## src/rtl/stepper_xy_move_splitter.sv

```systemverilog
// stepper_xy_move_splitter
//
// Command front-end for the XY stepper path. Takes one signed relative move
// (dx, dy) that may exceed the per-transaction pulse range of the XY stepper
// interface. It cuts the move into saturated chunks, one XY transaction each,
// and pulses cmd_done once the whole move has been issued and completed.
//
// Ports
//   clk              system clock, rising edge
//   reset            asynchronous active-high reset
//   cmd_valid        move request, sampled only while cmd_rdy=1
//   cmd_dx, cmd_dy   signed move in steps (MOVE_BITS)
//   cmd_pulse_width  pulse width forwarded on every chunk
//   cmd_rdy          high only in IDLE
//   cmd_done         one-cycle pulse at end of the whole move
//   xy_pulse_num_x/y signed per-chunk counts, held from CHUNK to end of WAIT
//   xy_pulse_width   latched cmd_pulse_width
//   xy_trigger       one-cycle start pulse for the current chunk
//   xy_rdy           XY controller idle / able to accept a trigger
//   xy_done          XY controller finished its last transaction
//
// State table
//   state  | meaning
//   IDLE   | waiting for a command, cmd_rdy=1
//   CHUNK  | compute next saturated chunk, or finish when nothing remains
//   ISSUE  | fire xy_trigger in the first cycle xy_rdy=1
//   ARM    | wait for xy_rdy to drop (trigger accepted); xy_done ignored
//   WAIT   | wait for xy_done=1 with xy_rdy=1
//   DONE   | one-cycle cmd_done

module stepper_xy_move_splitter #(
  parameter int PULSE_NUM_BITS   = 16,
  parameter int PULSE_WIDTH_BITS = 16,
  parameter int MOVE_BITS        = 24
) (
  input  logic                        clk,
  input  logic                        reset,
  input  logic                        cmd_valid,
  input  logic [MOVE_BITS-1:0]        cmd_dx,
  input  logic [MOVE_BITS-1:0]        cmd_dy,
  input  logic [PULSE_WIDTH_BITS-1:0] cmd_pulse_width,
  output logic                        cmd_rdy,
  output logic                        cmd_done,
  output logic [PULSE_NUM_BITS-1:0]   xy_pulse_num_x,
  output logic [PULSE_NUM_BITS-1:0]   xy_pulse_num_y,
  output logic [PULSE_WIDTH_BITS-1:0] xy_pulse_width,
  output logic                        xy_trigger,
  input  logic                        xy_rdy,
  input  logic                        xy_done
);

  // Chunk magnitude limit; the most negative code is never emitted so both
  // directions have the same reach.
  localparam logic signed [MOVE_BITS-1:0] M_POS =
    MOVE_BITS'((64'sd1 <<< (PULSE_NUM_BITS - 1)) - 64'sd1);
  localparam logic signed [MOVE_BITS-1:0] M_NEG = -M_POS;

  typedef enum logic [2:0] {
    S_IDLE  = 3'd0,
    S_CHUNK = 3'd1,
    S_ISSUE = 3'd2,
    S_ARM   = 3'd3,
    S_WAIT  = 3'd4,
    S_DONE  = 3'd5
  } state_t;

  state_t state, state_next;

  logic signed [MOVE_BITS-1:0] rem_x, rem_y;
  logic signed [MOVE_BITS-1:0] ext_x, ext_y;
  logic                        rem_zero;

  function automatic logic [PULSE_NUM_BITS-1:0] sat(
    input logic signed [MOVE_BITS-1:0] v
  );
    logic signed [MOVE_BITS-1:0] r;
    if (v > M_POS)      r = M_POS;
    else if (v < M_NEG) r = M_NEG;
    else                r = v;
    return r[PULSE_NUM_BITS-1:0];
  endfunction

  // Sign-extended current chunk, subtracted from the remainder on trigger.
  // Same sign and |chunk| <= |rem|, so the subtraction cannot overflow.
  assign ext_x    = MOVE_BITS'($signed(xy_pulse_num_x));
  assign ext_y    = MOVE_BITS'($signed(xy_pulse_num_y));
  assign rem_zero = (rem_x == '0) && (rem_y == '0);

  always_ff @(posedge clk or posedge reset) begin
    if (reset) state <= S_IDLE;
    else       state <= state_next;
  end

  always_comb begin
    state_next = state;
    cmd_rdy    = 1'b0;
    cmd_done   = 1'b0;
    xy_trigger = 1'b0;
    case (state)
      S_IDLE: begin
        cmd_rdy = 1'b1;
        if (cmd_valid) state_next = S_CHUNK;
      end
      S_CHUNK: begin
        if (rem_zero) state_next = S_DONE;
        else          state_next = S_ISSUE;
      end
      S_ISSUE: begin
        // Qualified by xy_rdy so the trigger lands in the first ready cycle.
        if (xy_rdy) begin
          xy_trigger = 1'b1;
          state_next = S_ARM;
        end
      end
      S_ARM: begin
        if (!xy_rdy) state_next = S_WAIT;
      end
      S_WAIT: begin
        if (xy_done && xy_rdy) state_next = S_CHUNK;
      end
      S_DONE: begin
        cmd_done   = 1'b1;
        state_next = S_IDLE;
      end
      default: state_next = S_IDLE;
    endcase
  end

  always_ff @(posedge clk or posedge reset) begin
    if (reset) begin
      rem_x          <= '0;
      rem_y          <= '0;
      xy_pulse_num_x <= '0;
      xy_pulse_num_y <= '0;
      xy_pulse_width <= '0;
    end else begin
      case (state)
        S_IDLE: begin
          if (cmd_valid) begin
            rem_x          <= cmd_dx;
            rem_y          <= cmd_dy;
            xy_pulse_width <= cmd_pulse_width;
          end
        end
        S_CHUNK: begin
          if (!rem_zero) begin
            xy_pulse_num_x <= sat(rem_x);
            xy_pulse_num_y <= sat(rem_y);
          end
        end
        S_ISSUE: begin
          if (xy_rdy) begin
            rem_x <= rem_x - ext_x;
            rem_y <= rem_y - ext_y;
          end
        end
        default: ;
      endcase
    end
  end

endmodule

```

## config.mk

```make
export PLATFORM = sky130hd
export DESIGN_NAME = stepper_xy_move_splitter
export DESIGN_NICKNAME = d
export VERILOG_FILES = /design/src/rtl/stepper_xy_move_splitter.sv
export SDC_FILE = /design/constraint.sdc
export NUM_CORES = 1
export LEC_CHECK = 0
export ABC_AREA = 0
export CAP_MARGIN = 20
export CELL_PAD_IN_SITES_DETAIL_PLACEMENT = 0
export CELL_PAD_IN_SITES_GLOBAL_PLACEMENT = 1
export CORE_ASPECT_RATIO = 1.4
export CORE_MARGIN = 4
export CORE_UTILIZATION = 52
export DETAILED_ROUTE_END_ITERATION = 10
export DONT_BUFFER_PORTS = 1
export GPL_TIMING_DRIVEN = 0
export PLACE_DENSITY = 0.84
export SLEW_MARGIN = 20
export SYNTH_ARGS = -nofsm -noshare
export SYNTH_HDL_FRONTEND = slang
export SYNTH_SLANG_ARGS = --single-unit
```

## constraint.sdc

```tcl
create_clock -name clk -period 7.83 [get_ports clk]
set_input_delay 0 -clock clk [delete_from_list [all_inputs] [get_ports clk]]
set_output_delay 0 -clock clk [all_outputs]
set_load 0.005 [all_outputs]
```

==> results of run 1 <==
cells in the mapped netlist (8+ instances only):
| cell | number | area [sq um] |
|---|---|---|
| o22ai_2 | 10 | 125 |
| nand4_1 | 13 | 81.3 |
| ha_1 | 46 | 576 |
| nor3_1 | 15 | 75.1 |
| a31oi_1 | 21 | 131 |
| nand2_1 | 80 | 300 |
| a21oi_1 | 73 | 365 |
| nand3_1 | 11 | 55.1 |
| xnor2_1 | 21 | 184 |
| mux2_2 | 17 | 191 |
| or3_1 | 12 | 75.1 |
| clkbuf_1 | 27 | 101 |
| and3_1 | 8 | 50.1 |
| o22ai_1 | 23 | 144 |
| inv_1 | 47 | 176 |
| o21ai_0 | 45 | 225 |
| a211oi_1 | 8 | 60.1 |
| dfrtp_1 | 99 | 2480 |
| a21o_1 | 22 | 165 |
| xor2_1 | 12 | 105 |
| nor2_1 | 80 | 300 |
final timing paths:
check	startpoint	endpoint	slack [ps]	depth (start not counted)
max in group asynchronous	reset	rem_x[18]$_DFFE_PP0P_	7070	3
worst max register to register	rem_y[0]$_DFFE_PP0P_	rem_y[18]$_DFFE_PP0P_	4660	12
min in group asynchronous	reset	xy_pulse_width[2]$_DFFE_PP0P_	130	2
worst min register to register	rem_y[18]$_DFFE_PP0P_	rem_y[18]$_DFFE_PP0P_	540	2
worst max-delay path	rem_y[0]$_DFFE_PP0P_	rem_y[18]$_DFFE_PP0P_	4660	12
worst min-delay path	cmd_dx[20]	rem_x[20]$_DFFE_PP0P_	20	4
area by class of cell:
class	count	area, sq um
Fill cell	1155	4780
Clock buffer	9	225
Clock inverter	7	88.8
Inverter	49	190
Multi-Input combinational cell	615	4040
Tap cell	178	223
Timing Repair Buffer	68	698
Sequential cell	99	2480
Buffer	39	213
cell usage in the layout (no fill, tap or decap), types with 4 or more instances in the layout:
| master | instances |
|---|---|
| a211oi_1 | 8 |
| a21o_1 | 22 |
| a21oi_1 | 73 |
| a21oi_2 | 4 |
| a31oi_1 | 21 |
| and2_1 | 7 |
| and3_1 | 8 |
| buf_2 | 4 |
| buf_6 | 5 |
| clkbuf_1 | 27 |
| clkbuf_16 | 9 |
| dfrtp_1 | 99 |
| dlygate4sd3_1 | 67 |
| ha_1 | 46 |
| inv_1 | 46 |
| mux2_2 | 17 |
| nand2_1 | 80 |
| nand3_1 | 11 |
| nand3b_1 | 4 |
| nand4_1 | 13 |
| nor2_1 | 80 |
| nor2b_1 | 4 |
| nor3_1 | 15 |
| nor4_1 | 6 |
| o21a_1 | 5 |
| o21ai_0 | 45 |
| o21ai_1 | 5 |
| o21bai_1 | 4 |
| o22ai_1 | 23 |
| o22ai_2 | 10 |
| or3_1 | 12 |
| or4_1 | 6 |
| xnor2_1 | 21 |
| xor2_1 | 12 |
critical path, delay by kind of cell (launching register included):
kind	cells	cell delay, ps
and+or+nand+nor	4	830
AOI/OAI and AO/OA	3	810
muxes	1	200
adders and majority gates	2	620
DFF	1	420
buffers and inverters	2	160
registers in the layout (all words and copies together), names as in the netlist:
signal / count
rem_x: 24
rem_y: 24
xy_pulse_num_x: 16
xy_pulse_num_y: 16
xy_pulse_width: 16
state: 3
metal layers:
metal | routed length (um) | global-route usage (%) | vias up
met2 | 11300 | 52.0 | 189
met4 | 561 | 10.0 | 0
li1 | - | - | 3065
met3 | 1260 | 5.40 | 40
met1 | 8370 | 33.4 | 3058
met5 | 0 | 0 | -
power by group through the flow:
stage | Combinational [W] | Sequential, W | Clock, W
after floorplan | 0.00233 | 0.000930 | 0
after global placement | 0.00290 | 0.00101 | 0
after detailed placement | 0.00295 | 0.00102 | 0
after CTS | 0.00300 | 0.00101 | 0.000473
after global routing | 0.00336 | 0.00105 | 0.000492
final | 0.00302 | 0.00102 | 0.000464
through the flow:
stage / hold slack (ps) / setup slack, ps / total power (W)
floorplan: 148 / 5070 / 0.00326
global placement: 152 / 4220 / 0.00391
detailed placement: -112 / 4700 / 0.00397
CTS: 3.42 / 4660 / 0.00448
global route: 18.8 / 4460 / 0.00489
finish: 19.6 / 4660 / 0.00451
kinds of logic (layout without fill, tap and decap cells):
logic type               Yosys count  in the layout
XOR/XNOR                          33             33
AO/OA/AOI/OAI                    252            252
adder cells (fa/ha/maj)           48             48
AND/OR/NAND/NOR                  262            262
buffers and inverters             88            172
multiplexers                      20             20
flip-flops                        99             99
repair_timing:
action                                  in CTS  in global routing
hold endpoints to repair                   165                  0
endpoints found under the setup margin       0                  0
hold buffers                                67                  0
==> flow_summary.toml, run 1 <==
[routing]
postRouteAntennaNets = 0
vias = 6352
finalWirelength_mm = 21.5
avgViaCountPerCell = 5.97
wl_per_cell_um = 20.2
dr.first_iter.drc_count = 363
drc = 0
dr.pass1.iters = 5

[power_and_ir_drop]
combPwrFrac_pct = 67.1
intPower_w = 0.00222
clkPwrFrac_pct = 10.3
ir_drop_mv = 0.253
powerDensity_mw_per_mm2 = 552
p_seq_share_pct = 22.6
power_leakage_nw = 3.53
p_sw_share_pct = 50.8
switchingPower_w = 0.00229

[global_route]
grt_max_degree = 60
grt_pass1_vias = 6424
antenna_found_initial = 0
overflow = 0
grt.total_usage_pct = 28.5
grt_pass1_wl_mm = 33.6

[yosys]
synthAdderAreaFrac_pct = 8.90
synth.distinct_cells = 71
mappedNetlistArea_sq_mm = 0.00692
syn_nets = 919
synthMuxAreaShare_pct = 3.20
synth_xor_area_share_pct = 4.18
yosys_warnings = 0
synth_top_family_by_area = "compound AO/OA/AOI/OAI gates"
synthSimpleGateAreaFrac_pct = 17.9
async_flop_share_pct = 100
synth_cells = 802
synth_seq_cells = 99
synth_ff_type = "dfrtp_1"
avgSynthCellArea_sq_um = 8.62
synth-seq-area-share_pct = 35.8
synth_edf_count = 0
synth-compound-area-share_pct = 24.2

[clocking]
worstSkewPairLatency_ps = 350
clockBufferDepth = 2
cts_resized = 0
h-tree-depth = 3
cts_buffers = 9
tritoncts = "yes"
clock_sinks = 99
clkTransAtPathRegs_ps = 80
root_buffer = "clkbuf_16"
cts_setup_buffers = 0

[worst_setup_path]
critPathKind = "reg -> reg"
slowest_delay_ps = 480
cp-start-kind = "register"
cpMostUsedCell = "inv_1"
crit_fanout = 3
cp-end-kind = "register"
cp_data_arrival_time_ps = 3400
cpMaxStageDelayCell = "or4_1"
worstPathCellList = "inv_1 > ha_1 > inv_1 > fa_1 > a21oi_1 > or3_1 > nand2_1 > or4_1 > a311o_1 > a21oi_2 > mux2i_1 > nand3_1"
cp.required_ps = 8070

[timing]
hold_violations = 0
final.period_utilization_pct = 40.4
finalMaxSlewViolations = 0
tns_ps = 0
max_slew_margin_pct = 35.3
finClkSkew_ps = 8.10
setup_viol = 0
rsz0062_at_grt = "false"
fmax_ghz = 0.316
period_needed_ps = 3170
worst_slew_pin_slew_ps = 963

[placement]
placedCellCount = 981
place.detailed.hpwl_mm = 16.2
place.gp.congestion = 0.941
io_buffers = 0
placed_area_sq_mm = 0.00717

[job]
drv_cap = 0

[finish]
fin_cells = 1064
final_area_sq_mm = 0.00816
syn_to_final_growth_pct = 17.9
antennaDiodeCount = 0
postLayoutCoreUtil_pct = 63.0
drive_above_1_share_pct = 8.80
layout.nets = 998

[floorplanning]
die_w_um = 105
ioPinCount = 120
core_area_sq_mm = 0.0129
die_y_um = 144
initial_core_util_pct = 53.5
die_area_sq_mm = 0.0152
rows = 49

[worst_hold_path]
hold_class = "in -> reg"

[outcome]
outcome = "completed"
Note: power is estimated with default switching activity, not from simulation.
==> inputs of run 2 (changes only) <==
--- a/config.mk
+++ b/config.mk
@@ -11,11 +11,11 @@
 export CELL_PAD_IN_SITES_GLOBAL_PLACEMENT = 1
 export CORE_ASPECT_RATIO = 1.4
 export CORE_MARGIN = 4
-export CORE_UTILIZATION = 52
+export CORE_UTILIZATION = 49
 export DETAILED_ROUTE_END_ITERATION = 10
 export DONT_BUFFER_PORTS = 1
 export GPL_TIMING_DRIVEN = 0
-export PLACE_DENSITY = 0.84
+export PLACE_DENSITY = 0.79
 export SLEW_MARGIN = 20
 export SYNTH_ARGS = -nofsm -noshare
 export SYNTH_HDL_FRONTEND = slang
==> constraint.sdc (replaced) <==
create_clock -name clk -period 3.1 [get_ports clk]
set_input_delay 0 -clock clk [delete_from_list [all_inputs] [get_ports clk]]
set_output_delay 0 -clock clk [all_outputs]
set_load 0.005 [all_outputs]
==> run 2 against run 1 <==
  * Final cell count up 0.56%
  * Worst hold slack worse by 11 ps
  * Clock skew down 1.4 ps
  * Highest routed layer unchanged
  * Critical endpoint unchanged
  * Sequential power rose to 2.5 times the previous value
  * Critical path depth unchanged
  * Flip-flop and latch count unchanged
  * Non-clock buffer count down 1
  * Combinational power rose to 2.6 times the previous value
  * Utilization down 3.9 points
==> flow_summary.toml, run 2 (synthesized netlist as in run 1, its figures left out) <==
[outcome]
outcome = "completed"

[placement]
io_buffers = 0
placed_area_sq_mm = 0.00718
placedCellCount = 988
place.gp.congestion = 0.904
place_ws_ps = -44.7
place.detailed.hpwl_mm = 16.3

[worst_setup_path]
cp-end-kind = "register"
cp-start-kind = "register"
worstPathCellList = "inv_2 > ha_4 > inv_1 > fa_2 > a21oi_4 > or3_4 > nand2_1 > or4_1 > a311o_1 > a21oi_2 > mux2i_1 > nand3_1"
r2r_slack_ps = 100
reg2reg_from = "rem_y[0]$_DFFE_PP0P_"
slowest_delay_ps = 500
r2r_end = "rem_y[18]$_DFFE_PP0P_"
critPathKind = "reg -> reg"
cp_data_arrival_time_ps = 3240
crit_fanout = 3
cpMaxStageDelayCell = "or4_1"
ff2ff_path_depth = 12
cp.required_ps = 3340

[worst_hold_path]
min_path_cells = 3
min_from = "xy_rdy"
hold_class = "in -> reg"
holdPathEnd = "state[0]$_DFFE_PP0P_"

[floorplanning]
die_y_um = 149
rows = 51
initial_core_util_pct = 49.9
ioPinCount = 120
die_area_sq_mm = 0.0161
core_area_sq_mm = 0.0138
die_w_um = 108

[routing]
dr.pass1.iters = 5
finalWirelength_mm = 21.9
avgViaCountPerCell = 5.97
postRouteAntennaNets = 0
wl_per_cell_um = 20.5
vias = 6391
dr.first_iter.drc_count = 350
drc = 0

[clocking]
cts_buffers = 9
root_buffer = "clkbuf_16"
clock_sinks = 99
h-tree-depth = 3
clkTransAtPathRegs_ps = 80
tritoncts = "yes"
worstSkewPairLatency_ps = 350
clockBufferDepth = 2

[global_route]
antenna_found_initial = 0
grtUsageMet3_pct = 4.69
grt.total_usage_pct = 27.3
grt_max_degree = 67
grtUsageMet2_pct = 47.6
grt_pass1_vias = 6494
grt_pass1_wl_mm = 34.2
met1_usage_pct = 32.9
overflow = 0
busiest_layer = "met2"

[timing]
fmax_ghz = 0.333
worst_slew_pin_slew_ps = 1100
final.period_utilization_pct = 96.7
hold_violations = 0
period_needed_ps = 3000
setup_viol = 0
finClkSkew_ps = 6.68
timing.final.ws_setup_ps = 101
max_slew_margin_pct = 26.1
finalMaxSlewViolations = 0
holdWs_ps = 8.90

[finish]
fin_cells = 1070
mostFrequentLayoutCell = "dfrtp_1"
final_area_sq_mm = 0.00819
largestRegisters = "rem_x (24), rem_y (24)"
drive_above_1_share_pct = 9.60
layout_common_cells = "dfrtp_1, nor2_1, nand2_1"
antennaDiodeCount = 0
syn_to_final_growth_pct = 18.5
layout.nets = 997

[power_and_ir_drop]
ir_drop_mv = 0.760
powerDensity_mw_per_mm2 = 1410
power_leakage_nw = 3.53

[job]
drv_cap = 0
run 2: routing by layer:
metal | part of all wire (%) | routed length, um | vias to the layer above
met3 | 5.1 | 1120 | 61
met2 | 51 | 11100 | 210
met4 | 4.1 | 889 | 0
li1 | - | - | 3056
met5 | 0 | 0 | -
met1 | 40 | 8810 | 3064
run 2: how the worst max path moves through the flow:
| stage | startpoint | cells past startpoint | endpoint | slack, ps |
|---|---|---|---|---|
| 5_1_grt | rem_y[0]$_DFFE_PP0P_ | 12 | rem_y[18]$_DFFE_PP0P_ | -2 |
| 4_1_cts | rem_y[0]$_DFFE_PP0P_ | 12 | rem_y[18]$_DFFE_PP0P_ | 3 |
| 6_report | rem_y[0]$_DFFE_PP0P_ | 12 | rem_y[18]$_DFFE_PP0P_ | 100 |
| 3_3_place_gp | reset | 1 | xy_pulse_num_x[15]$_DFFE_PP0P_ | -570 |
| 2_1_floorplan | rem_y[0]$_DFFE_PP0P_ | 12 | rem_y[18]$_DFFE_PP0P_ | 340 |
| 3_5_place_dp | rem_y[0]$_DFFE_PP0P_ | 12 | rem_y[18]$_DFFE_PP0P_ | -40 |
run 2: layout make-up:
type,instances,area [sq um]
Multi-Input combinational cell,615,4080
Fill cell,1272,5650
Sequential cell,99,2480
Timing Repair Buffer,67,688
Clock buffer,9,225
Tap cell,185,231
Buffer,39,213
Inverter,49,190
Clock inverter,7,91.3
run 2: what timing repair did:
action / CTS / global route
resized for setup: 1 / 9
pin swaps: 1 / 3
endpoints found under the hold margin: 165 / 0
setup buffers: 0 / 0
endpoints found under the setup margin: 1 / 6
hold buffers: 66 / 0
run 2: per-stage QoR:
stage,utilization [%],total power (W),TNS [ps]
3_5_place_dp,51.8,0.0100,-44.7
2_1_floorplan,-,0.00823,0
3_3_place_gp,51.6,0.00990,-55710
5_1_grt,59.2,0.0125,-2.20
6_report,59.2,0.0115,0
4_1_cts,58.9,0.0114,0
run 2: where the power goes:
part | internal (W) | switching [W] | leakage [nW]
clock network | 0.000649 | 0.000577 | 0.152
logic | 0.00314 | 0.00458 | 2.17
registers | 0.00192 | 0.000652 | 1.20
run 2: critical path: cells and delay by family, from the launching register on:
family,cells,cell delay [ps]
AO/OA/AOI/OAI,3,790
AND/OR/NAND/NOR,4,800
multiplexers,1,200
flip-flops,1,420
adder cells (fa/ha/maj),2,520
buffers and inverters,2,150
